### src/rtl/pipe_pkg.sv
// Shared types and constants for the five-stage pipeline hazard controller.
package pipe_pkg;

    typedef enum logic {
        RUN    = 1'b0,
        MULDIV = 1'b1
    } fsm_state_t;

    localparam int STG_PC    = 0;
    localparam int STG_IFID  = 1;
    localparam int STG_IDEX  = 2;
    localparam int STG_EXMEM = 3;
    localparam int STG_MEMWB = 4;

    localparam int REG_W_DEF = 5;

    function automatic logic src_hit(input logic used, input logic [31:0] rs, input logic [31:0] rd);
        return used && (rs == rd);
    endfunction

endpackage

### src/rtl/mem_timeout_watchdog.sv
// Counts consecutive memory wait cycles and raises a sticky timeout flag.
module mem_timeout_watchdog #(
    parameter int MEM_TIMEOUT = 255
) (
    input  logic clk,
    input  logic rst,
    input  logic mem_stall,
    output logic mem_timeout
);

    localparam int WCW = $clog2(MEM_TIMEOUT + 1);
    localparam logic [WCW-1:0] WLIM    = WCW'(MEM_TIMEOUT);
    localparam logic [WCW-1:0] WLIM_M1 = WCW'(MEM_TIMEOUT - 1);

    logic [WCW-1:0] wcnt;

    // The flag sets on the same edge that wcnt reaches the limit.
    always_ff @(posedge clk) begin
        if (rst) begin
            wcnt        <= '0;
            mem_timeout <= 1'b0;
        end else begin
            if (!mem_stall)
                wcnt <= '0;
            else if (wcnt != WLIM)
                wcnt <= wcnt + 1'b1;
            if (mem_stall && (wcnt == WLIM || wcnt == WLIM_M1))
                mem_timeout <= 1'b1;
        end
    end

endmodule

### src/rtl/pipe_hazard_ctrl.sv
// Hold/clear generation for PC, IF/ID, ID/EX, EX/MEM and MEM/WB pipeline registers.
module pipe_hazard_ctrl
    import pipe_pkg::*;
#(
    parameter int REG_W         = REG_W_DEF,
    parameter int MULDIV_CYCLES = 4,
    parameter int MEM_TIMEOUT   = 255,
    parameter int CNT_W         = 32
) (
    input  logic             clk,
    input  logic             rst,
    input  logic [REG_W-1:0] id_rs1,
    input  logic [REG_W-1:0] id_rs2,
    input  logic             id_rs1_used,
    input  logic             id_rs2_used,
    input  logic [REG_W-1:0] ex_rd,
    input  logic             ex_memread,
    input  logic             ex_branch_taken,
    input  logic             ex_muldiv_start,
    input  logic             mem_req,
    input  logic             mem_ack,
    output logic             hold_pc,
    output logic             hold_ifid,
    output logic             hold_idex,
    output logic             hold_exmem,
    output logic             hold_memwb,
    output logic             clear_ifid,
    output logic             clear_idex,
    output logic             clear_exmem,
    output logic             clear_memwb,
    output logic             muldiv_done,
    output logic             mem_timeout,
    output logic [CNT_W-1:0] stall_cycles
);

    localparam int MDW_RAW = $clog2(MULDIV_CYCLES) + 1;
    localparam int MDW     = (MDW_RAW < 4) ? 4 : MDW_RAW;
    localparam logic [MDW-1:0] MD_LOAD = MDW'((MULDIV_CYCLES > 1) ? MULDIV_CYCLES - 2 : 0);

    fsm_state_t     state, state_nx;
    logic [MDW-1:0] mdcnt, mdcnt_nx;
    logic           mem_stall;
    logic           load_use;
    logic           muldiv_stall;
    logic           done_raw;

    logic [STG_MEMWB:STG_PC]   hold;
    logic [STG_MEMWB:STG_IFID] clr;

    assign mem_stall = mem_req & ~mem_ack;
    assign load_use  = ex_memread && (ex_rd != '0) &&
                       (src_hit(id_rs1_used, 32'(id_rs1), 32'(ex_rd)) ||
                        src_hit(id_rs2_used, 32'(id_rs2), 32'(ex_rd)));

    // A memory wait freezes the mul/div sequencing entirely.
    always_comb begin
        state_nx     = state;
        mdcnt_nx     = mdcnt;
        muldiv_stall = 1'b0;
        done_raw     = 1'b0;
        case (state)
            RUN: begin
                if (ex_muldiv_start && !mem_stall) begin
                    if (MULDIV_CYCLES > 1) begin
                        muldiv_stall = 1'b1;
                        mdcnt_nx     = MD_LOAD;
                        state_nx     = MULDIV;
                    end else begin
                        done_raw = 1'b1;
                    end
                end
            end
            MULDIV: begin
                if (!mem_stall) begin
                    if (mdcnt != '0) begin
                        muldiv_stall = 1'b1;
                        mdcnt_nx     = mdcnt - 1'b1;
                    end else begin
                        done_raw = 1'b1;
                        state_nx = RUN;
                    end
                end
            end
            default: state_nx = RUN;
        endcase
    end

    always_comb begin
        hold = '0;
        clr  = '0;
        if (rst) begin
            clr = '1;
        end else if (mem_stall) begin
            hold = '1;
        end else if (muldiv_stall) begin
            hold[STG_PC]   = 1'b1;
            hold[STG_IFID] = 1'b1;
            hold[STG_IDEX] = 1'b1;
            clr[STG_EXMEM] = 1'b1;
        end else if (ex_branch_taken && state == RUN) begin
            clr[STG_IFID] = 1'b1;
            clr[STG_IDEX] = 1'b1;
        end else if (load_use) begin
            hold[STG_PC]   = 1'b1;
            hold[STG_IFID] = 1'b1;
            clr[STG_IDEX]  = 1'b1;
        end
    end

    assign hold_pc     = hold[STG_PC];
    assign hold_ifid   = hold[STG_IFID];
    assign hold_idex   = hold[STG_IDEX];
    assign hold_exmem  = hold[STG_EXMEM];
    assign hold_memwb  = hold[STG_MEMWB];
    assign clear_ifid  = clr[STG_IFID];
    assign clear_idex  = clr[STG_IDEX];
    assign clear_exmem = clr[STG_EXMEM];
    assign clear_memwb = clr[STG_MEMWB];
    assign muldiv_done = done_raw & ~rst;

    always_ff @(posedge clk) begin
        if (rst) begin
            state        <= RUN;
            mdcnt        <= '0;
            stall_cycles <= '0;
        end else begin
            state <= state_nx;
            mdcnt <= mdcnt_nx;
            if (hold_pc && stall_cycles != '1)
                stall_cycles <= stall_cycles + 1'b1;
        end
    end

    mem_timeout_watchdog #(
        .MEM_TIMEOUT(MEM_TIMEOUT)
    ) u_watchdog (
        .clk        (clk),
        .rst        (rst),
        .mem_stall  (mem_stall),
        .mem_timeout(mem_timeout)
    );

endmodule

### config.mk
export PLATFORM = sky130hd
export DESIGN_NAME = pipe_hazard_ctrl
export DESIGN_NICKNAME = d
export VERILOG_FILES = /design/src/rtl/pipe_pkg.sv /design/src/rtl/mem_timeout_watchdog.sv /design/src/rtl/pipe_hazard_ctrl.sv
export SDC_FILE = /design/constraint.sdc
export NUM_CORES = 1
export LEC_CHECK = 0
export ABC_AREA = 1
export CAP_MARGIN = 25
export CORE_MARGIN = 3
export CORE_UTILIZATION = 48
export CTS_CLUSTER_SIZE = 40
export DETAILED_ROUTE_END_ITERATION = 10
export DONT_BUFFER_PORTS = 1
export GPL_TIMING_DRIVEN = 1
export PLACE_DENSITY = 0.65
export SLEW_MARGIN = 25
export SYNTH_ARGS = -nofsm -noshare
export SYNTH_HDL_FRONTEND = slang
export SYNTH_SLANG_ARGS = --single-unit
### constraint.sdc
create_clock -name clk -period 1.7 [get_ports clk]
set_clock_uncertainty 0.15 [all_clocks]
set_input_delay 0.085 -clock clk [delete_from_list [all_inputs] [get_ports clk]]
set_output_delay 0.085 -clock clk [all_outputs]
set_load 0.005 [all_outputs]
==> results of run 1 <==
[cell families after synthesis]
kind of cell    Yosys count
compound gates           55
xor+xnor                 18
fa+ha+maj                 5
buf+inv                  66
flops                    46
simple gates            318
[routing by layer]
layer  global-route usage (%)  vias up
met5                        0        -
li1                         -     1778
met2                     45.0      116
met1                     31.5     1591
met3                     4.33       15
met4                     6.83        0
[sequential cells by signal, summed over array words and instances, names as in the netlist]
name and cells:
u_watchdog.wcnt 8, mdcnt 4, state 1, u_watchdog.mem_timeout 1, stall_cycles 32
[timing repair]
item / in CTS / in global routing
endpoints found under the hold margin: 46 / 0
setup buffers: 1 / 1
gates cloned: 0 / 1
pin swaps: 12 / 1
gates resized for setup: 22 / 22
hold buffers: 4 / 0
endpoints found under the setup margin: 35 / 46
[where the power goes]
part | internal [W] | switching [W] | total, W
clock network | 0.000307 | 0.000441 | 0.000747
registers | 0.00110 | 0.0000176 | 0.00112
logic | 0.000199 | 0.000268 | 0.000467
total | 0.00161 | 0.000726 | 0.00233
[cell type report]
| cell class | instances | area [um^2] |
|---|---|---|
| fillers | 582 | 2250 |
| multi-input cells | 396 | 2100 |
| flip-flops and latches | 46 | 938 |
| repair buffers | 81 | 729 |
| inverters | 47 | 184 |
| well taps | 77 | 96.3 |
| clock buffers | 5 | 68.8 |
| clock inverters | 3 | 26.3 |
[path summary, 6_finish.rpt]
check | startpoint | to | cells after the start
max reg2reg | mdcnt[0]$_SDFFE_PP0P_ | stall_cycles[13]$_SDFFE_PP0P_ | 11
max | mdcnt[0]$_SDFFE_PP0P_ | hold_ifid | 8
min reg2reg | u_watchdog.wcnt[6]$_SDFFE_PN0P_ | u_watchdog.wcnt[6]$_SDFFE_PN0P_ | 1
min | rst | clear_memwb | 0
[metrics by stage]
step | hold WS (ns) | setup TNS, ns | cells | area (um^2)
global route | 0.0201 | -5.07 | 655 | 4140
CTS | 0.0201 | -1.08 | 653 | 4050
floorplan | 0.0950 | 0 | 508 | 3250
detailed placement | 0.00993 | -2.37 | 640 | 3830
global placement | 0.00876 | -1.23 | 640 | 3830
finish | 0.0200 | -2.70 | 655 | 4140
[placed cells by master (no fill, tap or decap), types with 6 or more instances in the layout]
master / count
buf_12: 6
inv_1: 36
nand2_2: 20
a21oi_1: 28
buf_4: 66
xor2_1: 13
nor2_1: 65
dfxtp_2: 11
nor2_2: 8
nand3b_1: 17
nand4_1: 33
inv_2: 9
nand2_1: 160
a21oi_2: 11
dfxtp_1: 34
==> impl_metrics.env, run 1 <==
export IMPL_endpoint_kind="output port"
export IMPL_synth_seq_cells=46
export IMPL_viasPerCell=5.34
export IMPL_synth_compound_area_share_pct=10.4
export IMPL_syn_cell_area_um2=3190
export IMPL_synth_avg_cell_area_um2=6.28
export IMPL_maxCapViolCount=0
export IMPL_seq_area_frac_synth_pct=28.9
export IMPL_finalHoldViolCount=0
export IMPL_critPathBufInv=2
export IMPL_cts_buffers=5
export IMPL_ys_top_cells_by_area="dfxtp_1, nand2_1, nor2_1"
export IMPL_synthTopCellsByCount="nand2_1, nor2_1, dfxtp_1"
export IMPL_dp_slack_ns=-0.104
export IMPL_yosysMostFrequentCell="nand2_1"
export IMPL_fin_nets=606
export IMPL_syn_inst=508
export IMPL_routed_top_layer="met4"
export IMPL_clk_latency_ns=0.31
export IMPL_dp_hpwl_um=6940
export IMPL_hp_class="in2out"
export IMPL_synth_top_area_cell="dfxtp_1"
export IMPL_vdd_drop_max_mv=0.457
export IMPL_grt_util_all_layers_pct=25.3
export IMPL_vias=3500
export IMPL_crit_chain="inv_2, ha_2, nand4_1, nand2_2, nand3b_1, nand2_2, buf_6, a21oi_4"
export IMPL_antenna_found_initial=0
export IMPL_rsz0062_at_grt="yes"
export IMPL_crit_slowest_cell="dfxtp_2"
export IMPL_cts_tree="yes"
export IMPL_power_w=0.00233
export IMPL_critPathMaxFanout=3
export IMPL_gp_congestion=0.983
export IMPL_critical_path_class="reg2out"
export IMPL_die_h_um=87.5
export IMPL_worstPathRequired_ns=1.46
export IMPL_cts_sinks=46
export IMPL_wl_per_cell_um=14.5
export IMPL_area_growth_pct=29.8
export IMPL_fin_crit_ns=1.80
export IMPL_grt_max_degree=34
export IMPL_synth_simple_area_share_pct=44.8
export IMPL_drc=0
export IMPL_yosys_area_share_xor_xnor_pct=4.94
export IMPL_regToRegSetupSlack_ns=-0.1
export IMPL_grt_pass1_vias=3406
export IMPL_wl_met3_um=536
export IMPL_crit_top_cell="nand2_2"
export IMPL_clkSlewWorstSetupHoldPaths_ns=0.09
export IMPL_clock_root_buffer="clkbuf_8"
export IMPL_wl_met2_um=4640
export IMPL_worstMarginPinSlew_ns=0.435
export IMPL_worst_slack_ns=-0.0991
export IMPL_drive_gt1_share_pct=27.9
export IMPL_core_um2=6390
export IMPL_startpoint_type="flip-flop"
export IMPL_m1WireLength_um=4130
export IMPL_synthDistinctLibCells=31
export IMPL_clockBufferDepth=2
export IMPL_start_util_pct=50.0
export IMPL_die_area_um2=7660
export IMPL_failed_checks="setup timing"
export IMPL_fmax_mhz=556
export IMPL_grt_pass1_wl_um=15700
export IMPL_antenna_cells=0
export IMPL_slew_viol_final=0
export IMPL_period_share_pct=106
export IMPL_port_buffers=0
export IMPL_power_density_nw_per_um2=563
export IMPL_wirelength_um=9480
export IMPL_finalSetupViolCount=36
export IMPL_die_w_um=87.5
export IMPL_grt_overflow_total=0
export IMPL_io_pins=67
export IMPL_p_leak_nw=1.72
export IMPL_async_reset_ff_share_pct=0
export IMPL_synth_top_flop_cell="dfxtp_1"
export IMPL_rows=29
export IMPL_htreeDepth=2
export IMPL_post_route_util_pct=64.8
export IMPL_antenna_left=0
export IMPL_synth_edf_count=0
export IMPL_first_iter_violations=194
export IMPL_slowest_delay_ns=0.35
export IMPL_synth_top_family_by_area="simple AND/OR/NAND/NOR gates"
export IMPL_first_pass_iters=5
export IMPL_synthMuxAreaShare_pct=0
export IMPL_relSlewSlack_pct=70.7
export IMPL_synth_top_cell_area_share_pct=28.9
export IMPL_synth_nets=537
export IMPL_arrival_ns=1.56
export IMPL_synthAdderAreaFrac_pct=1.96
export IMPL_ys_warn_count=0
export IMPL_crit_family="simple AND/OR/NAND/NOR gates"
export IMPL_status="finished with violations"
(Power assumes the default switching activity.)
==> run 2, diff against run 1 <==
Settings changed: ABC_AREA 1 to unset.
==> impl_metrics.env, run 2 <==
export IMPL_status="finished with violations"
export IMPL_failed_checks="hold timing, setup timing"
export IMPL_antenna_left=0
export IMPL_synthTopCellsByCount="dfxtp_1, nor2_1, xnor2_1"
export IMPL_ys_top_cells_by_area="dfxtp_1, xnor2_1, nor2_1"
export IMPL_critical_path_class="reg2reg"
export IMPL_worstRegToRegCells=10
export IMPL_dp_hpwl_um=4710
export IMPL_viasPerCell=5.50
export IMPL_clk_latency_ns=0.31
export IMPL_critPathMaxFanout=5
export IMPL_relSlewSlack_pct=64.4
export IMPL_fin_nets=446
export IMPL_port_buffers=0
export IMPL_finalHoldViolCount=27
export IMPL_syn_cell_area_um2=2560
export IMPL_crit_slowest_cell="dfxtp_2"
export IMPL_synth_nets=330
export IMPL_hp_class="in2reg"
export IMPL_gp_congestion=0.862
export IMPL_cts_tree="yes"
export IMPL_worst_slack_ns=-0.529
export IMPL_crit_top_cell="a21oi_2"
export IMPL_synth_edf_count=0
export IMPL_arrival_ns=2.31
export IMPL_cts_buffers=5
export IMPL_final_common_cell="buf_4"
export IMPL_die_w_um=79.1
export IMPL_regToRegSetupSlack_ns=-0.53
export IMPL_final_cell_mix="buf_4, dfxtp_1, nor2_1, dlygate4sd3_1, nand2_1"
export IMPL_slowest_delay_ns=0.34
export IMPL_start_util_pct=51.8
export IMPL_cts_sinks=46
export IMPL_wirelength_um=7920
export IMPL_grt_util_all_layers_pct=24.8
export IMPL_period_share_pct=131
export IMPL_endpoint_kind="flip-flop"
export IMPL_vias=2667
export IMPL_clockBufferDepth=2
export IMPL_first_iter_violations=123
export IMPL_largest_reg_flops=32
export IMPL_top_register="stall_cycles"
export IMPL_r2r_start="mdcnt[1]$_SDFFE_PP0P_"
export IMPL_crit_chain="inv_2, ha_4, nor3b_4, a21o_1, a21oi_2, a21oi_2, or2_4, buf_6, or3_4, a21oi_2"
export IMPL_clock_root_buffer="clkbuf_8"
export IMPL_power_density_nw_per_um2=566
export IMPL_fin_crit_ns=2.23
export IMPL_r2r_end="stall_cycles[4]$_SDFFE_PP0P_"
export IMPL_htreeDepth=2
export IMPL_syn_inst=301
export IMPL_startpoint_type="flip-flop"
export IMPL_finalSetupViolCount=41
export IMPL_maxCapViolCount=0
export IMPL_async_reset_ff_share_pct=0
export IMPL_slew_viol_final=0
export IMPL_whs_ns=-0.313
export IMPL_drc=0
export IMPL_hold_depth=1
export IMPL_synth_top_area_cell="dfxtp_1"
export IMPL_grt_max_degree=56
export IMPL_wl_per_cell_um=16.3
export IMPL_crit_family="simple AND/OR/NAND/NOR gates"
export IMPL_fin_cells=485
export IMPL_ys_warn_count=0
export IMPL_fmax_mhz=449
export IMPL_critPathBufInv=2
export IMPL_antenna_found_initial=0
export IMPL_core_um2=4940
export IMPL_hp_start="rst"
export IMPL_post_route_util_pct=81.8
export IMPL_worstMarginPinSlew_ns=0.533
export IMPL_die_area_um2=6250
export IMPL_rows=25
export IMPL_grt_pass1_vias=2705
export IMPL_synth_top_flop_cell="dfxtp_1"
export IMPL_first_pass_iters=4
export IMPL_grt_pass1_wl_um=12600
export IMPL_yosysMostFrequentCell="dfxtp_1"
export IMPL_synth_seq_cells=46
export IMPL_area_growth_pct=57.8
export IMPL_holdPathEnd="stall_cycles[18]$_SDFFE_PP0P_"
export IMPL_synth_avg_cell_area_um2=8.51
export IMPL_synthDistinctLibCells=53
export IMPL_antenna_cells=0
export IMPL_p_leak_nw=1.65
export IMPL_seq_area_frac_synth_pct=35.9
export IMPL_vdd_drop_max_mv=0.455
export IMPL_worstPathRequired_ns=1.78
export IMPL_clkSlewWorstSetupHoldPaths_ns=0.09
export IMPL_reg_top3="stall_cycles: 32 flops, u_watchdog.wcnt: 8 flops, mdcnt: 4 flops"
export IMPL_die_h_um=79.1
export IMPL_dp_cells=438
export IMPL_synth_top_cell_area_share_pct=35.9
export IMPL_io_pins=67
export IMPL_grt_overflow_total=0
export IMPL_rsz0062_at_grt="yes"
export IMPL_drive_gt1_share_pct=44.3
==> run 2: timing repair <==
action	4_1_cts	5_1_grt
endpoints found under the setup margin	42	43
hold buffers	20	1
gates cloned	1	0
buffers inserted	17	5
gates resized for setup	48	32
endpoints found under the hold margin	44	27
pin swaps	31	19
==> run 2: kinds of logic after synthesis <==
| logic type | Yosys count | synth area share, % |
|---|---|---|
| buf+inv | 22 | 4.54 |
| simple gates | 145 | 32.7 |
| xor+xnor | 25 | 8.54 |
| fa+ha+maj | 5 | 2.44 |
| flops | 46 | 35.9 |
| mux | 9 | 3.81 |
| compound gates | 49 | 12.1 |
==> run 2: layer usage <==
layer,global-route usage (%),vias to the layer above,wire length [um]
met4,7.90,0,156
met1,29.4,1278,3320
met3,5.78,16,384
met5,0,-,0
li1,-,1299,-
met2,44.0,74,4070
==> run 2: stage by stage <==
step	TNS (ns)	cell area [um^2]	hold WS [ns]	power, W	worst slack (ns)
6_report	-15.51	4040	-0.313	0.00229	-0.529
4_1_cts	-15.05	3880	-0.332	0.00226	-0.526
5_1_grt	-19.17	4040	-0.344	0.00239	-0.624
2_1_floorplan	-13.55	2610	0.0325	0.00135	-0.579
3_5_place_dp	-15.05	3230	0.00879	0.00142	-0.599
3_3_place_gp	-13.12	3230	0.00852	0.00142	-0.531
==> run 2: worst max-delay path by stage <==
stage                                startpoint                             to  cells past startpoint
after detailed placement  mdcnt[1]$_SDFFE_PP0P_  stall_cycles[23]$_SDFFE_PP0P_                     10
final                     mdcnt[1]$_SDFFE_PP0P_   stall_cycles[4]$_SDFFE_PP0P_                     10
after global routing      mdcnt[1]$_SDFFE_PP0P_   stall_cycles[4]$_SDFFE_PP0P_                     10
after global placement    mdcnt[1]$_SDFFE_PP0P_  stall_cycles[22]$_SDFFE_PP0P_                      9
after CTS                 mdcnt[1]$_SDFFE_PP0P_  stall_cycles[22]$_SDFFE_PP0P_                      9
after floorplan           mdcnt[0]$_SDFFE_PP0P_  stall_cycles[22]$_SDFFE_PP0P_                      9
==> run 2: report_power, final <==
part	leakage [nW]	internal [W]	switching, W	total (W)
logic	1.22	0.000244	0.000205	0.000449
clock network	0.0495	0.000306	0.000418	0.000724
registers	0.374	0.00110	0.0000177	0.00112
total	1.65	0.00165	0.000640	0.00229
==> run 2: cell type report <==
type	instances	area, um^2
multi-input cells	234	1880
clock inverters	3	26.3
fillers	302	900
well taps	67	83.8
flip-flops and latches	46	928
inverters	8	32.5
clock buffers	5	68.8
repair buffers	122	1020
==> run 2: worst reg2reg max path: cells and delay by family (launching register included) <==
| family | cells | cell delay [ns] |
|---|---|---|
| AND/OR/NAND/NOR | 3 | 0.77 |
| AO/OA/AOI/OAI | 4 | 0.55 |
| flip-flops | 1 | 0.34 |
| buffers and inverters | 2 | 0.20 |
| adder cells (fa/ha/maj) | 1 | 0.14 |
==> run 3, diff against run 2 <==
Settings changed: PLACE_DENSITY 0.65 to unset.
Clock period 1.7 ns to 2.1 ns, I/O delays scaled along.
==> impl_metrics.env, run 3 (synthesis gave the netlist of run 2 again) <==
export IMPL_status="finished with violations"
export IMPL_failed_checks="hold timing, setup timing"
export IMPL_pwr_share_comb_pct=16.9
export IMPL_viasPerCell=5.39
export IMPL_antenna_left=0
export IMPL_p_sw_w=0.000446
export IMPL_final_common_cell="buf_4"
export IMPL_start_util_pct=51.8
export IMPL_clockPowerShare_pct=34.1
export IMPL_slowest_delay_ns=0.34
export IMPL_fmax_mhz=438
export IMPL_power_w=0.00184
export IMPL_hold_depth=1
export IMPL_sequentialPowerShare_pct=49.0
export IMPL_worstRegToRegCells=10
export IMPL_dp_hpwl_um=4350
export IMPL_fin_cells=460
export IMPL_placed_area_um2=3080
export IMPL_grt_pass1_wl_um=10700
export IMPL_antenna_cells=0
export IMPL_io_pins=67
export IMPL_crit_top_cell="a21oi_2"
export IMPL_core_um2=4940
export IMPL_netSwitchingFraction_pct=24.2
export IMPL_port_buffers=0
export IMPL_grt_pass1_vias=2391
export IMPL_cts_tree="yes"
export IMPL_wirelength_um=6760
export IMPL_vdd_drop_max_mv=0.443
export IMPL_cts_buffers=5
export IMPL_p_int_w=0.00139
export IMPL_vias=2481
export IMPL_power_density_nw_per_um2=490
export IMPL_gp_congestion=0.762
export IMPL_arrival_ns=2.32
export IMPL_clkSlewWorstSetupHoldPaths_ns=0.09
export IMPL_die_h_um=79.1
export IMPL_area_growth_pct=46.5
export IMPL_fillers=360
export IMPL_critPathMaxFanout=8
export IMPL_grt_util_all_layers_pct=21.1
export IMPL_maxCapViolCount=0
export IMPL_startpoint_type="flip-flop"
export IMPL_dp_cells=419
export IMPL_grt_max_degree=56
export IMPL_hold_buffers=20
export IMPL_die_w_um=79.1
export IMPL_clockBufferDepth=2
export IMPL_hp_start="rst"
export IMPL_antenna_found_initial=0
export IMPL_first_iter_violations=99
export IMPL_hp_class="in2reg"
export IMPL_endpoint_kind="flip-flop"
export IMPL_reg_top3="stall_cycles: 32 flops, u_watchdog.wcnt: 8 flops, mdcnt: 4 flops"
export IMPL_dp_slack_ns=-0.183
export IMPL_worst_slack_ns=-0.181
export IMPL_first_pass_iters=4
export IMPL_fin_crit_ns=2.28
export IMPL_finalHoldViolCount=26
export IMPL_clk_latency_ns=0.30
export IMPL_startpoint="mdcnt[0]$_SDFFE_PP0P_"
export IMPL_whs_ns=-0.281
export IMPL_fin_area_um2=3750
export IMPL_clock_root_buffer="clkbuf_8"
export IMPL_slew_viol_final=0
export IMPL_r2r_start="mdcnt[0]$_SDFFE_PP0P_"
export IMPL_die_area_um2=6250
export IMPL_grt_overflow_total=0
export IMPL_crit_slowest_cell="dfxtp_2"
export IMPL_top_register="stall_cycles"
export IMPL_finalSetupViolCount=20
export IMPL_worstMarginPinSlew_ns=0.436
export IMPL_drc=0
export IMPL_htreeDepth=2
export IMPL_relSlewSlack_pct=70.9
export IMPL_rows=25
export IMPL_rsz0062_at_grt="yes"
export IMPL_cts_sinks=46
export IMPL_p_leak_nw=1.52
export IMPL_fin_nets=421
export IMPL_holdPathEnd="stall_cycles[17]$_SDFFE_PP0P_"
export IMPL_final_cell_mix="buf_4, dfxtp_1, nor2_1, xnor2_1, nand2_1"
export IMPL_period_share_pct=109
export IMPL_regToRegSetupSlack_ns=-0.18
export IMPL_drive_gt1_share_pct=39.2
export IMPL_r2r_end="stall_cycles[24]$_SDFFE_PP0P_"
export IMPL_crit_chain="inv_2, ha_4, nor3b_4, a21o_1, a21oi_2, a21oi_2, or2_4, buf_4, nor4_4, mux2_4"
export IMPL_post_route_util_pct=75.9
export IMPL_critical_path_class="reg2reg"
export IMPL_largest_reg_flops=32
export IMPL_worstPathRequired_ns=2.14
export IMPL_wl_per_cell_um=14.7
run 3: cell types whose count changed in the layout (fill, tap and decap cells not counted), moves of 3 or more:
cell | previous run | this run
inv_6 | 3 | 0
nor3_2 | 0 | 4
nor3_4 | 7 | 4
buf_4 | 86 | 70
xnor2_1 | 16 | 19
clkbuf_8 | 5 | 8
dlygate4sd3_1 | 21 | 18
buf_6 | 15 | 9
xnor2_2 | 6 | 3
run 3: worst max-delay path, delay by kind of cell (launching register included):
family | cells | cell delay [ns]
simple gates | 3 | 0.61
compound gates | 3 | 0.41
flops | 1 | 0.34
buf+inv | 2 | 0.21
fa+ha+maj | 1 | 0.14
mux | 1 | 0.32
run 3: cell type report:
class | count | area (um^2) | area share (%)
Clock buffer | 8 | 110 | 2.93
Inverter | 8 | 30.0 | 0.800
Multi-Input combinational cell | 233 | 1770 | 47.3
Sequential cell | 46 | 928 | 24.7
Timing Repair Buffer | 98 | 827 | 22.0
Tap cell | 67 | 83.8 | 2.23
run 3: timing repair:
action                                  in CTS  in global routing
buffers inserted                             5                 11
pin swaps                                    9                 23
endpoints found under the setup margin      27                 29
hold endpoints to repair                    38                 26
gates resized for setup                     21                 41
run 3: power by group through the flow:
stage / Combinational (W) / Clock [W] / Sequential (W)
after detailed placement: 0.000226 / 0 / 0.000921
after floorplan: 0.000163 / 0 / 0.000925
after CTS: 0.000266 / 0.000647 / 0.000902
after global placement: 0.000222 / 0 / 0.000921
final: 0.000310 / 0.000628 / 0.000901
after global routing: 0.000343 / 0.000675 / 0.000904
run 3: worst max path at each step:
stage                                     to  slack (ns)  depth (start not counted)
2_1_floorplan  stall_cycles[22]$_SDFFE_PP0P_       -0.18                          9
3_3_place_gp   stall_cycles[23]$_SDFFE_PP0P_       -0.12                         10
3_5_place_dp   stall_cycles[23]$_SDFFE_PP0P_       -0.18                         10
4_1_cts        stall_cycles[22]$_SDFFE_PP0P_       -0.15                          9
5_1_grt        stall_cycles[24]$_SDFFE_PP0P_       -0.27                         10
6_report       stall_cycles[24]$_SDFFE_PP0P_       -0.18                         10
run 3: per-layer routing:
layer	share of wire (%)	routed length, um	vias up	GRT usage [%]
met2	51	3430	71	39.1
li1	-	-	1251	-
met4	2.1	144	0	3.61
met1	42	2820	1144	24.8
met5	0	0	-	0
met3	5.3	356	15	5.10
run 3: metrics by stage:
step / hold slack, ns / TNS [ns]
4_1_cts: -0.293 / -1.27
6_report: -0.281 / -2.01
3_5_place_dp: 0.0266 / -1.81
5_1_grt: -0.292 / -4.79
3_3_place_gp: 0.0256 / -0.802
2_1_floorplan: 0.0525 / -1.85
